`src/rtl/cc_master.sv`:
```
// Purpose : host-side master that runs one select/strobe/acknowledge transaction on the responder bus.
// Latency : accept edge ends C0, SETUP in C1, STROBE from C2; rsp_valid one cycle after ack, or after TIMEOUT strobes.
// Backpr. : req_ready is high only in IDLE, so one transaction is in flight at a time (minimum request period 4 cycles).
//
// Ports:
//   clock, reset           - sole clock; synchronous active-high reset
//   req_valid/req_ready    - host request handshake; req_write, req_data latched at accept
//   bus_m/i/k/q/p, bus_d   - responder enable, selects, direction, strobe, write data
//   resp_lanes, resp_ack   - responder read-back data and acknowledge
//   rsp_valid/data/timeout - one-cycle completion pulse, read data, abort flag
module cc_master #(
    parameter int TIMEOUT = 15
) (
    input  logic       clock,
    input  logic       reset,
    input  logic       req_valid,
    input  logic       req_write,
    input  logic [5:0] req_data,
    output logic       req_ready,
    output logic       bus_m,
    output logic       bus_i,
    output logic       bus_k,
    output logic       bus_q,
    output logic       bus_p,
    output logic [5:0] bus_d,
    input  logic [5:0] resp_lanes,
    input  logic       resp_ack,
    output logic       rsp_valid,
    output logic [5:0] rsp_data,
    output logic       rsp_timeout
);

    typedef enum logic [1:0] {
        IDLE   = 2'd0,
        SETUP  = 2'd1,
        STROBE = 2'd2,
        RESP   = 2'd3
    } state_t;

    // Counter value seen in the last allowed strobe cycle (counter starts at 0).
    localparam logic [3:0] TMO_LAST = 4'(TIMEOUT - 1);

    state_t     state, state_nxt;
    logic [3:0] cnt, cnt_nxt;
    logic       wr_q, wr_nxt;
    logic [5:0] dat_q, dat_nxt;
    logic [5:0] rdat_nxt;
    logic       rto_nxt;
    logic       drive_nxt;

    always_comb begin
        state_nxt = state;
        cnt_nxt   = cnt;
        wr_nxt    = wr_q;
        dat_nxt   = dat_q;
        rdat_nxt  = rsp_data;
        rto_nxt   = rsp_timeout;
        case (state)
            IDLE: begin
                // req_ready is high exactly in IDLE, so req_valid alone accepts here.
                if (req_valid) begin
                    state_nxt = SETUP;
                    wr_nxt    = req_write;
                    dat_nxt   = req_data;
                end
            end
            SETUP: begin
                state_nxt = STROBE;
                cnt_nxt   = 4'd0;
            end
            STROBE: begin
                cnt_nxt = cnt + 4'd1;
                // Ack is checked before the timeout so an ack in the last strobe cycle wins.
                if (resp_ack) begin
                    state_nxt = RESP;
                    rdat_nxt  = wr_q ? 6'd0 : resp_lanes;
                    rto_nxt   = 1'b0;
                end else if (cnt == TMO_LAST) begin
                    state_nxt = RESP;
                    rdat_nxt  = 6'd0;
                    rto_nxt   = 1'b1;
                end
            end
            RESP: begin
                state_nxt = IDLE;
            end
            default: begin
                state_nxt = IDLE;
            end
        endcase
        drive_nxt = (state_nxt == SETUP) || (state_nxt == STROBE);
    end

    // Every output is a flop loaded from the next-state decode, so no input
    // reaches an output without passing through a register.
    always_ff @(posedge clock) begin
        if (reset) begin
            state       <= IDLE;
            cnt         <= 4'd0;
            wr_q        <= 1'b0;
            dat_q       <= 6'd0;
            req_ready   <= 1'b1;
            bus_m       <= 1'b0;
            bus_i       <= 1'b0;
            bus_k       <= 1'b0;
            bus_q       <= 1'b0;
            bus_p       <= 1'b0;
            bus_d       <= 6'd0;
            rsp_valid   <= 1'b0;
            rsp_data    <= 6'd0;
            rsp_timeout <= 1'b0;
        end else begin
            state       <= state_nxt;
            cnt         <= cnt_nxt;
            wr_q        <= wr_nxt;
            dat_q       <= dat_nxt;
            req_ready   <= (state_nxt == IDLE);
            bus_m       <= drive_nxt;
            bus_i       <= drive_nxt;
            bus_k       <= drive_nxt;
            bus_q       <= drive_nxt & wr_nxt;
            bus_p       <= (state_nxt == STROBE);
            bus_d       <= (drive_nxt && wr_nxt) ? dat_nxt : 6'd0;
            rsp_valid   <= (state_nxt == RESP);
            rsp_data    <= rdat_nxt;
            rsp_timeout <= rto_nxt;
        end
    end

endmodule

```
`config.mk`:
```
export PLATFORM = sky130hd
export DESIGN_NAME = cc_master
export DESIGN_NICKNAME = d
export VERILOG_FILES = /design/src/rtl/cc_master.sv
export SDC_FILE = /design/constraint.sdc
export NUM_CORES = 1
export LEC_CHECK = 0
export ABC_AREA = 1
export BUFFER_PORTS_ARGS = -buffer_cell sky130_fd_sc_hd__buf_4
export CORE_ASPECT_RATIO = 1.4
export CORE_MARGIN = 5
export CORE_UTILIZATION = 45
export DETAILED_ROUTE_END_ITERATION = 10
export HOLD_SLACK_MARGIN = 0.06
export PLACE_DENSITY = 0.81
export SLEW_MARGIN = 10
export SYNTH_ARGS = -nofsm -noshare
export SYNTH_HDL_FRONTEND = slang
export SYNTH_SLANG_ARGS = --single-unit
```
`constraint.sdc`:
```
create_clock -name clock -period 1.9 [get_ports clock]
set_input_delay 0.095 -clock clock [delete_from_list [all_inputs] [get_ports clock]]
set_output_delay 0.095 -clock clock [all_outputs]
set_load 0.03 [all_outputs]
```
== After elaboration in Yosys (flattened, before gate mapping) ==
Cells that the tools add are included.
Word-level totals
  register bits: 31
  bits of input ports: 17
Cells by class
  reduce and logical (&&, ||, !) cells: 8
  equality and inequality tests: 7
  $add $sub $neg: 1
  bitwise logic cells: 2
  mux-type cells: 14
Operator list (number)
  6-bit 2-to-1 mux: 5
  2-bit == test, second input constant: 4
  2-bit case mux with 4 select lines: 1
  4-bit case mux with 2 select lines: 1
  2-bit 2-to-1 mux: 3
  4-bit by 1-bit adder with 4-bit output, second input constant: 1
  2-bit by 1-bit == test with 1-bit output, second input constant: 2
  4-bit == test, second input constant: 1
  2-bit zero test: 2
  1-bit 2-to-1 mux: 4
  2-bit nonzero test: 2
  2-bit AND reduction: 1
  2-bit OR reduction: 1
  1-bit AND: 1
  1-bit logical AND: 1
  1-bit logical OR: 1
  1-bit inverter: 1

== Logic depth before layout (Yosys ltp) ==
Gate-level depths: netlist (run 1).
  depth in word-level cells: 9
  mapped depth: 10

== Worst setup path after synthesis (run 1) ==
Ideal clock, no wire load.
  kind: flip-flop to flip-flop
  start: register state[0]
  end: register bus_d[0]
  path slack: 0.276 ns
  cell stages (with the launch flop): 9
  path buffers: 0
  arrival: 1.503 ns
  clock period less this slack: 1.624 ns
  cells stage by stage: dfxtp_1 -> inv_1 -> ha_1 -> inv_1 -> o21ai_1 -> inv_1 -> ha_1 -> nand2_2 -> nor2_1
Between the ends
  elaborated cells between the ends (all ways): 16
RTL lines
  start, declared: RTL line 43  | state_t state, state_nxt;
  start signal, assigned: RTL line 113  | state <= state_nxt;
  2-bit == test (tied with other cells): RTL line 58  | case (state)
  2-bit case mux with 4 select lines *: RTL line 58
  net state_nxt[1]: RTL line 43
  2-bit by 1-bit == test with 1-bit output or 2-bit == test (tied branches): RTL line 91  | drive_nxt = (state_nxt == SETUP) || (state_nxt == STROBE);
  1-bit logical OR *: RTL line 91
  net drive_nxt: RTL line 49  | logic drive_nxt;
  1-bit logical AND *: RTL line 123  | bus_d <= (drive_nxt && wr_nxt) ? dat_nxt : 6'd0;
  1-bit inverter (no line) *
  2-bit OR reduction (no line) *
  end signal, assigned: RTL line 123
  end, declared: RTL line 25  | output logic [5:0] bus_d,
The timed path passes the listed nets; every way through them passes the cells marked *.
A chain may end at the register's enable or synchronous reset.

== Worst setup path in the final report (run 1) ==
  start: register state[0]
  end: register bus_d[5]
Same word-level chain as after synthesis.

==> results of run 1 <==
==> worst max-delay path by stage <==
stage,from,slack (ps),endpoint,depth (start not counted)
floorplan,state[0]$_SDFF_PP0_,280,bus_d[0]$_SDFF_PP0_,8
global placement,state[0]$_SDFF_PP0_,180,bus_d[0]$_SDFF_PP0_,8
detailed placement,state[0]$_SDFF_PP0_,90,bus_d[5]$_SDFF_PP0_,8
CTS,state[0]$_SDFF_PP0_,60,bus_d[5]$_SDFF_PP0_,8
global route,state[0]$_SDFF_PP0_,5,bus_d[5]$_SDFF_PP0_,8
finish,state[0]$_SDFF_PP0_,160,bus_d[5]$_SDFF_PP0_,8
==> power by group through the flow <==
stage	clock [mW]	sequential [mW]	combinational [mW]
4_1_cts	0.552	0.702	0.279
5_1_grt	0.582	0.706	0.312
3_3_place_gp	0	0.717	0.264
2_1_floorplan	0	0.755	0.144
6_report	0.531	0.701	0.284
3_5_place_dp	0	0.716	0.268
==> routing by layer <==
layer | track usage [%] | wire length, um | vias to the layer above
met5 | 0 | 0 | -
met4 | 6.65 | 66 | 0
met3 | 6.13 | 210 | 10
met2 | 26.8 | 1390 | 37
met1 | 14.6 | 1020 | 491
li1 | - | - | 584
==> area by class of cell <==
cell class | count | share of cell area, %
clock buffer | 6 | 3.01
clock inverter | 2 | 2.06
inverter | 20 | 4.41
multi-input combinational | 103 | 31.6
timing repair buffer | 43 | 19.8
sequential | 31 | 36.4
tap | 36 | 2.65
==> flip-flops by register name (all words and copies together) (netlist names), 2 cells and up <==
name	cells
dat_q	6
state	2
cnt	4
rsp_data	6
bus_d	6
==> timing repair <==
item                                    4_1_cts  5_1_grt
resized for setup                             0        2
hold endpoints to repair                     14        0
endpoints found under the setup margin        0        8
hold buffers                                  6        0
==> Yosys cell counts <==
cell type / instances / share of area, %
dfxtp_1: 31 / 49
nor2_1: 30 / 8.9
nand2_1: 22 / 6.5
inv_1: 18 / 5.3
nand3_1: 14 / 5.5
a21oi_1: 11 / 4.4
o21ai_0: 9 / 3.6
ha_1: 8 / 7.9
nand2_2: 3 / 1.5
buf_4: 2 / 1.2
buf_6: 2 / 1.8
inv_2: 2 / 0.59
and3_1: 1 / 0.50
buf_2: 1 / 0.40
clkbuf_1: 1 / 0.30
nor2_2: 1 / 0.50
nor3_1: 1 / 0.40
o21ai_1: 1 / 0.40
or2_2: 1 / 0.50
xnor2_1: 1 / 0.69
==> logic make-up (layout without fill, tap and decap cells) <==
group	after synthesis	in the layout	synth area share, %
simple gates	73	73	24.4
flops	31	31	49.1
buf+inv	26	71	9.60
compound gates	21	21	8.32
fa+ha+maj	8	8	7.92
xor+xnor	1	1	0.693
==> per-stage QoR <==
step | power, mW | setup WS (ps) | hold WS, ps | utilization [%] | cell area, um^2
floorplan | 0.898 | 276 | 164 | - | 1260
global placement | 0.980 | 183 | 380 | 57.7 | 1540
detailed placement | 0.984 | 85.2 | 385 | 57.7 | 1540
CTS | 1.53 | 57.6 | 63.5 | 63.2 | 1690
global route | 1.60 | 5.07 | 94.3 | 63.8 | 1700
finish | 1.52 | 162 | 72.6 | 63.8 | 1700
==> worst min-delay path: stages <==
cell and delay [ps]:
buf_4 70, o21ai_0 110, nor2_1 90
==> summary.txt, run 1 <==
STA
  – Fin Setup TNS: 0 ps
  – Final hold viol count: 0
  – Max-slew headroom: about four fifths
  – FMAX: 575 MHz
  – # setup viols final: 0
  – Worst-margin pin slew: ~300 ps
  – RSZ-0062 raised after global routing: no
  – Final Skew: 9.75 ps
  – Crit share post-route: approximately nine tenths
  – Max-slew violations: 0
  – Fin crit period: 1740 ps

Floorplanning
  – Die ar.: 3980 um^2
  – Die Y: approximately 73 um
  – Std-Cell Core Area: 2670 um^2
  – DIE WIDTH: 54.8 um
  – Initial Util: 47.3%
  – I/O pin cnt: 37
  – Num rows: 22

Power
  – Sequential power share: 46.2%
  – Leakage power: just over 0.8 nW
  – P per Cell Area: 891 nW/um^2
  – Switching pwr: around 0.4 mW
  – VDD IR-drop max: 0.000586 V
  – Sw Share: a little over a quarter
  – Int Power: around 1.1 mW
  – Comb power frac: 18.7%
  – Clock power frac: a little over a third

Min path
  – Worst hold start: req_data[3]
  – Cell depth of the worst hold path: 3
  – Worst min path class: input port to register
  – Hold Path Sink: dat_q[3]$_SDFF_PP0_

Clock tree
  – Max Buffers Root-to-Sink: 2
  – Worst-path clk slew: 90 ps
  – Num CTS Buffers: 5
  – H-Tree Depth: 2
  – Setup bufs post-CTS: 0
  – CTS tree: built
  – CTS Sinks: 31
  – Root Driver: clkbuf_4
  – Clk Latency, worst-skew pair: between 300 and 400 ps

Drt
  – Post-Route WL: 2690 um
  – DR pass1 iterations: 4
  – ANT nets after route: 0
  – Avg WL per Cell: 11.1 um
  – DR DRC count: 0
  – Starting DRC count in detailed routing: 20
  – Via Count: about 1,100
  – Vias per cell: 4.66

Setup path
  – Startpoint Class: register
  – CP max stage cell: dfxtp_1
  – Worst reg2reg setup slack: 160 ps
  – Largest stage delay on the critical path: 330 ps
  – Crit-path cells: inv_1 > ha_4 > inv_1 > o21ai_2 > inv_1 > ha_1 > nand2_2 > nor2_1
  – Worst path required time: 2110 ps
  – WP data arrival: 1950 ps
  – CP top delay family: adder cells
  – R2R Path Start: state[0]$_SDFF_PP0_
  – Crit path kind: register to register
  – Cell mode on critical path: inv_1
  – R2R depth: 8
  – Reg2reg end: bus_d[5]$_SDFF_PP0_
  – CP max FO: 7
  – WP buf/inv: 3
  – Worst Setup End Kind: register

Placement
  – Port Buffers: 36
  – Inst Count DP: around 230
  – RD Place Congestion: 0.811
  – Post-DP HPWL: 1920 um

Layout
  – Most frequent cells in the layout: 37 x buf_4, 31 x dfxtp_1, 30 x nor2_1
  – Diode count: 0
  – Finished Layout Cells: 241
  – Syn-to-layout area delta: 34.8%
  – Filler Cell Count: 253
  – Layout cells sized above 1: 26.3%
  – Nets: 229
  – FF/Latch Area: ~620 um^2
  – Multi-input logic area: roughly 540 um^2
  – Commonest non-fill, non-tap cell in the layout: buf_4

Logic synthesis
  – Yosys reg bits: 31
  – YS warnings: 0
  – Mapped Nets: 185
  – Syn Std Cell Area: 1260 um^2
  – Syn avg cell area: 7.90 um^2
  – Post-synthesis cell type count: 20
  – Post-synthesis sequential area ratio: 49.1%
  – Cell count after synthesis: 160

Outcome
  – Status: completed

GRT
  – Largest net degree at the start of global routing: 16
  – First-pass GRT wire length: 4330 um
  – Vias in the first global route: 1,031
  – Initial antenna violation count: 0
  – All-layer global routing usage: 15.2%
  – Total gr overflow: 0

Job
  – Max_cap viols: 0
No activity file was read; power rests on OpenSTA's default activity.
==> inputs of run 2 (changes only) <==
--- a/config.mk
+++ b/config.mk
@@ -5,14 +5,12 @@
 export SDC_FILE = /design/constraint.sdc
 export NUM_CORES = 1
 export LEC_CHECK = 0
-export ABC_AREA = 1
 export BUFFER_PORTS_ARGS = -buffer_cell sky130_fd_sc_hd__buf_4
 export CORE_ASPECT_RATIO = 1.4
 export CORE_MARGIN = 5
 export CORE_UTILIZATION = 45
 export DETAILED_ROUTE_END_ITERATION = 10
-export HOLD_SLACK_MARGIN = 0.06
-export PLACE_DENSITY = 0.81
+export PLACE_DENSITY = 0.82
 export SLEW_MARGIN = 10
 export SYNTH_ARGS = -nofsm -noshare
 export SYNTH_HDL_FRONTEND = slang
==> run 2 against run 1 <==
  * Clock power grew 0.9%
  * Global-route usage grew 1.3 points
  * Non-clock buffer count grew 6
  * Register-to-register slack lost 80 ps
  * Hold slack lost 54 ps
  * Sequential power grew 8.0%
  * Total power grew 28%
  * Count of clock-buffer cells in the layout is the same
  * Cell count shrank 17%
  * Worst setup slack lost 77 ps
  * Via count shrank 16%
==> summary.txt, run 2 <==
Outcome
  – Status: completed

Setup path
  – Worst path required time: 2170 ps (+60 ps)
  – CP max FO: 7 (unchanged)
  – Worst Setup End Kind: register
  – Crit path kind: register to register
  – Startpoint Class: register
  – WP data arrival: 2090 ps (+140 ps)

Layout
  – Layout cells sized above 1: 37.0% (+11 points)
  – Syn-to-layout area delta: 43.3%
  – Final instance area: 1710 um^2 (+0.22%)
  – Largest regs: bus_d: 6 flops, dat_q: 6 flops, rsp_data: 6 flops
  – Most frequent cells in the layout: 40 x buf_4, 29 x dfxtp_1, 16 x nor2_1
  – Diode count: 0 (unchanged)
  – Multi-input logic area: 536 um^2 (-0.47%)
  – Nets: 189 (-17%)
  – FF/Latch Area: 623 um^2 (+0.40%)
  – Finished Layout Cells: 201 (-17%)
  – Commonest non-fill, non-tap cell in the layout: buf_4
  – Filler Cell Count: 215 (-15%)

Drt
  – Avg WL per Cell: 13.4 um (+20%)
  – ANT nets after route: 0 (unchanged)
  – Starting DRC count in detailed routing: 10 (-50%)
  – Via Count: 944 (-16%)
  – Vias per cell: 4.70 (+0.88%)
  – DR pass1 iterations: 4 (unchanged)
  – DR DRC count: 0 (unchanged)
  – Post-Route WL: 2690 um (unchanged)

Floorplanning
  – Num rows: 22 (unchanged)
  – Std-Cell Core Area: 2590 um^2 (-3.1%)
  – Die Y: 70.9 um (-2.5%)
  – DIE WIDTH: 53.5 um (-2.4%)
  – Die ar.: 3790 um^2 (-4.8%)
  – I/O pin cnt: 37 (unchanged)
  – Initial Util: 46.0% (-1.3 points)

Placement
  – Placed Area: 1500 um^2 (-2.5%)
  – Inst Count DP: 184 (-19%)
  – Post-DP HPWL: 1830 um (-4.9%)
  – Port Buffers: 36 (unchanged)
  – RD Place Congestion: 0.736 (-9.3%)

Power
  – Leakage power: 0.794 nW (-1.6%)
  – Final Power: 1.95 mW (+28%)
  – P per Cell Area: 1140 nW/um^2 (+28%)
  – VDD IR-drop max: 0.000741 V (+26%)

Clock tree
  – CTS Sinks: 31 (unchanged)
  – Num CTS Buffers: 5 (unchanged)
  – H-Tree Depth: 2 (unchanged)
  – Worst-path clk slew: 100 ps (about the same)
  – Max Buffers Root-to-Sink: 2 (unchanged)
  – Clk Latency, worst-skew pair: 340 ps (about the same)
  – Root Driver: clkbuf_4
  – CTS tree: built

GRT
  – Initial antenna violation count: 0 (unchanged)
  – Largest net degree at the start of global routing: 21 (+5)
  – All-layer global routing usage: 16.5% (+1.3 points)
  – Vias in the first global route: 1,021 (-0.97%)
  – Total gr overflow: 0 (unchanged)
  – First-pass GRT wire length: 4490 um (+3.5%)

STA
  – Crit share post-route: 95.5% (+4.0 points)
  – Max-slew headroom: 66.3% (-13 points)
  – FMAX: 551 MHz (-4.2%)
  – Final Skew: 8.82 ps (-0.935 ps)
  – Worst Hold Slack: 18.3 ps (-54.3 ps)
  – # setup viols final: 0 (unchanged)
  – Worst-margin pin slew: 501 ps (+200 ps)
  – Fin crit period: 1810 ps (+76.9 ps)
  – Final hold viol count: 0 (unchanged)
  – Fin Setup TNS: 0 ps (unchanged)
  – Max-slew violations: 0 (unchanged)

Logic synthesis
  – Syn Std Cell Area: 1190 um^2 (-5.7%)
  – Main area contributors after synthesis: dfxtp_1 52%, ha_1 8.4%, nor2_1 5.7%
  – YS warnings: 0 (unchanged)
  – Largest area contributor in the netlist: dfxtp_1
  – Top FF cell, synth: dfxtp_1
  – Mapped Nets: 138 (-25%)
  – Synth top area share: 52.1% (+3.0 points)
  – Cell count after synthesis: 113 (-29%)
  – Syn avg cell area: 10.5 um^2 (+33%)
  – Post-synthesis cell type count: 33 (+65%)
  – Yosys reg bits: 31 (unchanged)
  – Count leader, synth: dfxtp_1
  – Top cells by count, synth: 31 x dfxtp_1, 18 x nor2_1, 8 x ha_1
  – Async SR Flop Fraction: 0% (unchanged)
  – Number of synthesized flops with an enable pin: 0 (unchanged)
  – Post-synthesis sequential area ratio: 52.1% (+3.0 points)

Min path
  – Worst min path class: input port to register

Job
  – Max_cap viols: 0 (unchanged)
-- run 2: changes by cell type in the layout (fill, tap and decap cells not counted), moves of 4 or more --
cell | previous run | this run
inv_1 | 18 | 7
nor2_1 | 30 | 16
nand3_1 | 14 | 2
o21ai_0 | 9 | 1
nand2_1 | 22 | 4
a22o_1 | 0 | 6
nor2b_1 | 0 | 4
mux2i_1 | 0 | 6
a21oi_1 | 11 | 1
-- run 2: path summary, 6_finish.rpt --
path | slack [ps] | startpoint | cells after the start | endpoint
worst max-delay path | 90 | state[0]$_SDFF_PP0_ | 9 | bus_d[5]$_SDFF_PP0_
worst min-delay path | 20 | req_data[2] | 3 | dat_q[2]$_SDFF_PP0_
worst max register to register | 90 | state[0]$_SDFF_PP0_ | 9 | bus_d[5]$_SDFF_PP0_
worst min register to register | 480 | rsp_data[0]$_SDFFE_PP0P_ | 1 | rsp_data[0]$_SDFFE_PP0P_
-- run 2: critical path: stages (launching register included) --
cell     delay [ps]
dfxtp_2         340
inv_1           110
ha_2            210
buf_4           120
nor2_1           40
a211o_1         240
ha_1            280
nor2b_4         160
o21ai_4         110
nor2_1          130
-- run 2: through the flow --
step / setup slack [ps] / utilization (%)
2_1_floorplan: 17.1 / -
3_3_place_gp: -23.2 / 58.0
3_5_place_dp: -112 / 58.0
4_1_cts: 15.6 / 65.0
5_1_grt: -36.7 / 66.0
6_report: 85.2 / 66.0
-- run 2: repair_timing --
| action | in CTS | in global routing |
|---|---|---|
| hold buffers | 9 | 0 |
| pin swaps | 0 | 2 |
| gates resized for setup | 1 | 8 |
| endpoints found under the hold margin | 10 | 0 |
| setup endpoints to repair | 7 | 7 |
| buffers inserted | 0 | 0 |
-- run 2: power by group --
group	internal [mW]	leakage (nW)	switching [mW]	total, mW
registers	0.724	0.253	0.0331	0.757
clock network	0.311	0.0482	0.225	0.536
logic	0.292	0.493	0.364	0.656
-- run 2: final cells by class --
type	count	area share, %
clock buffer	6	3.01
clock inverter	2	2.05
inverter	7	1.54
multi-input combinational	70	31.4
sequential	31	36.5
tap	36	2.64
timing repair buffer	49	22.9
-- run 2: per-layer routing --
layer	track usage (%)	vias up	wire, um
met5	0	-	0
met4	11.6	0	71
met3	6.11	5	183
met2	26.6	34	1440
met1	16.9	425	993
li1	-	480	-
-- run 2: cells by family after synthesis --
kind of cell / Yosys count / synth area share [%]
buffers and inverters: 12 / 5.15
adders and majority gates: 8 / 8.40
AOI/OAI and AO/OA: 18 / 12.6
DFF: 31 / 52.1
and+or+nand+nor: 37 / 15.8
muxes: 7 / 5.99
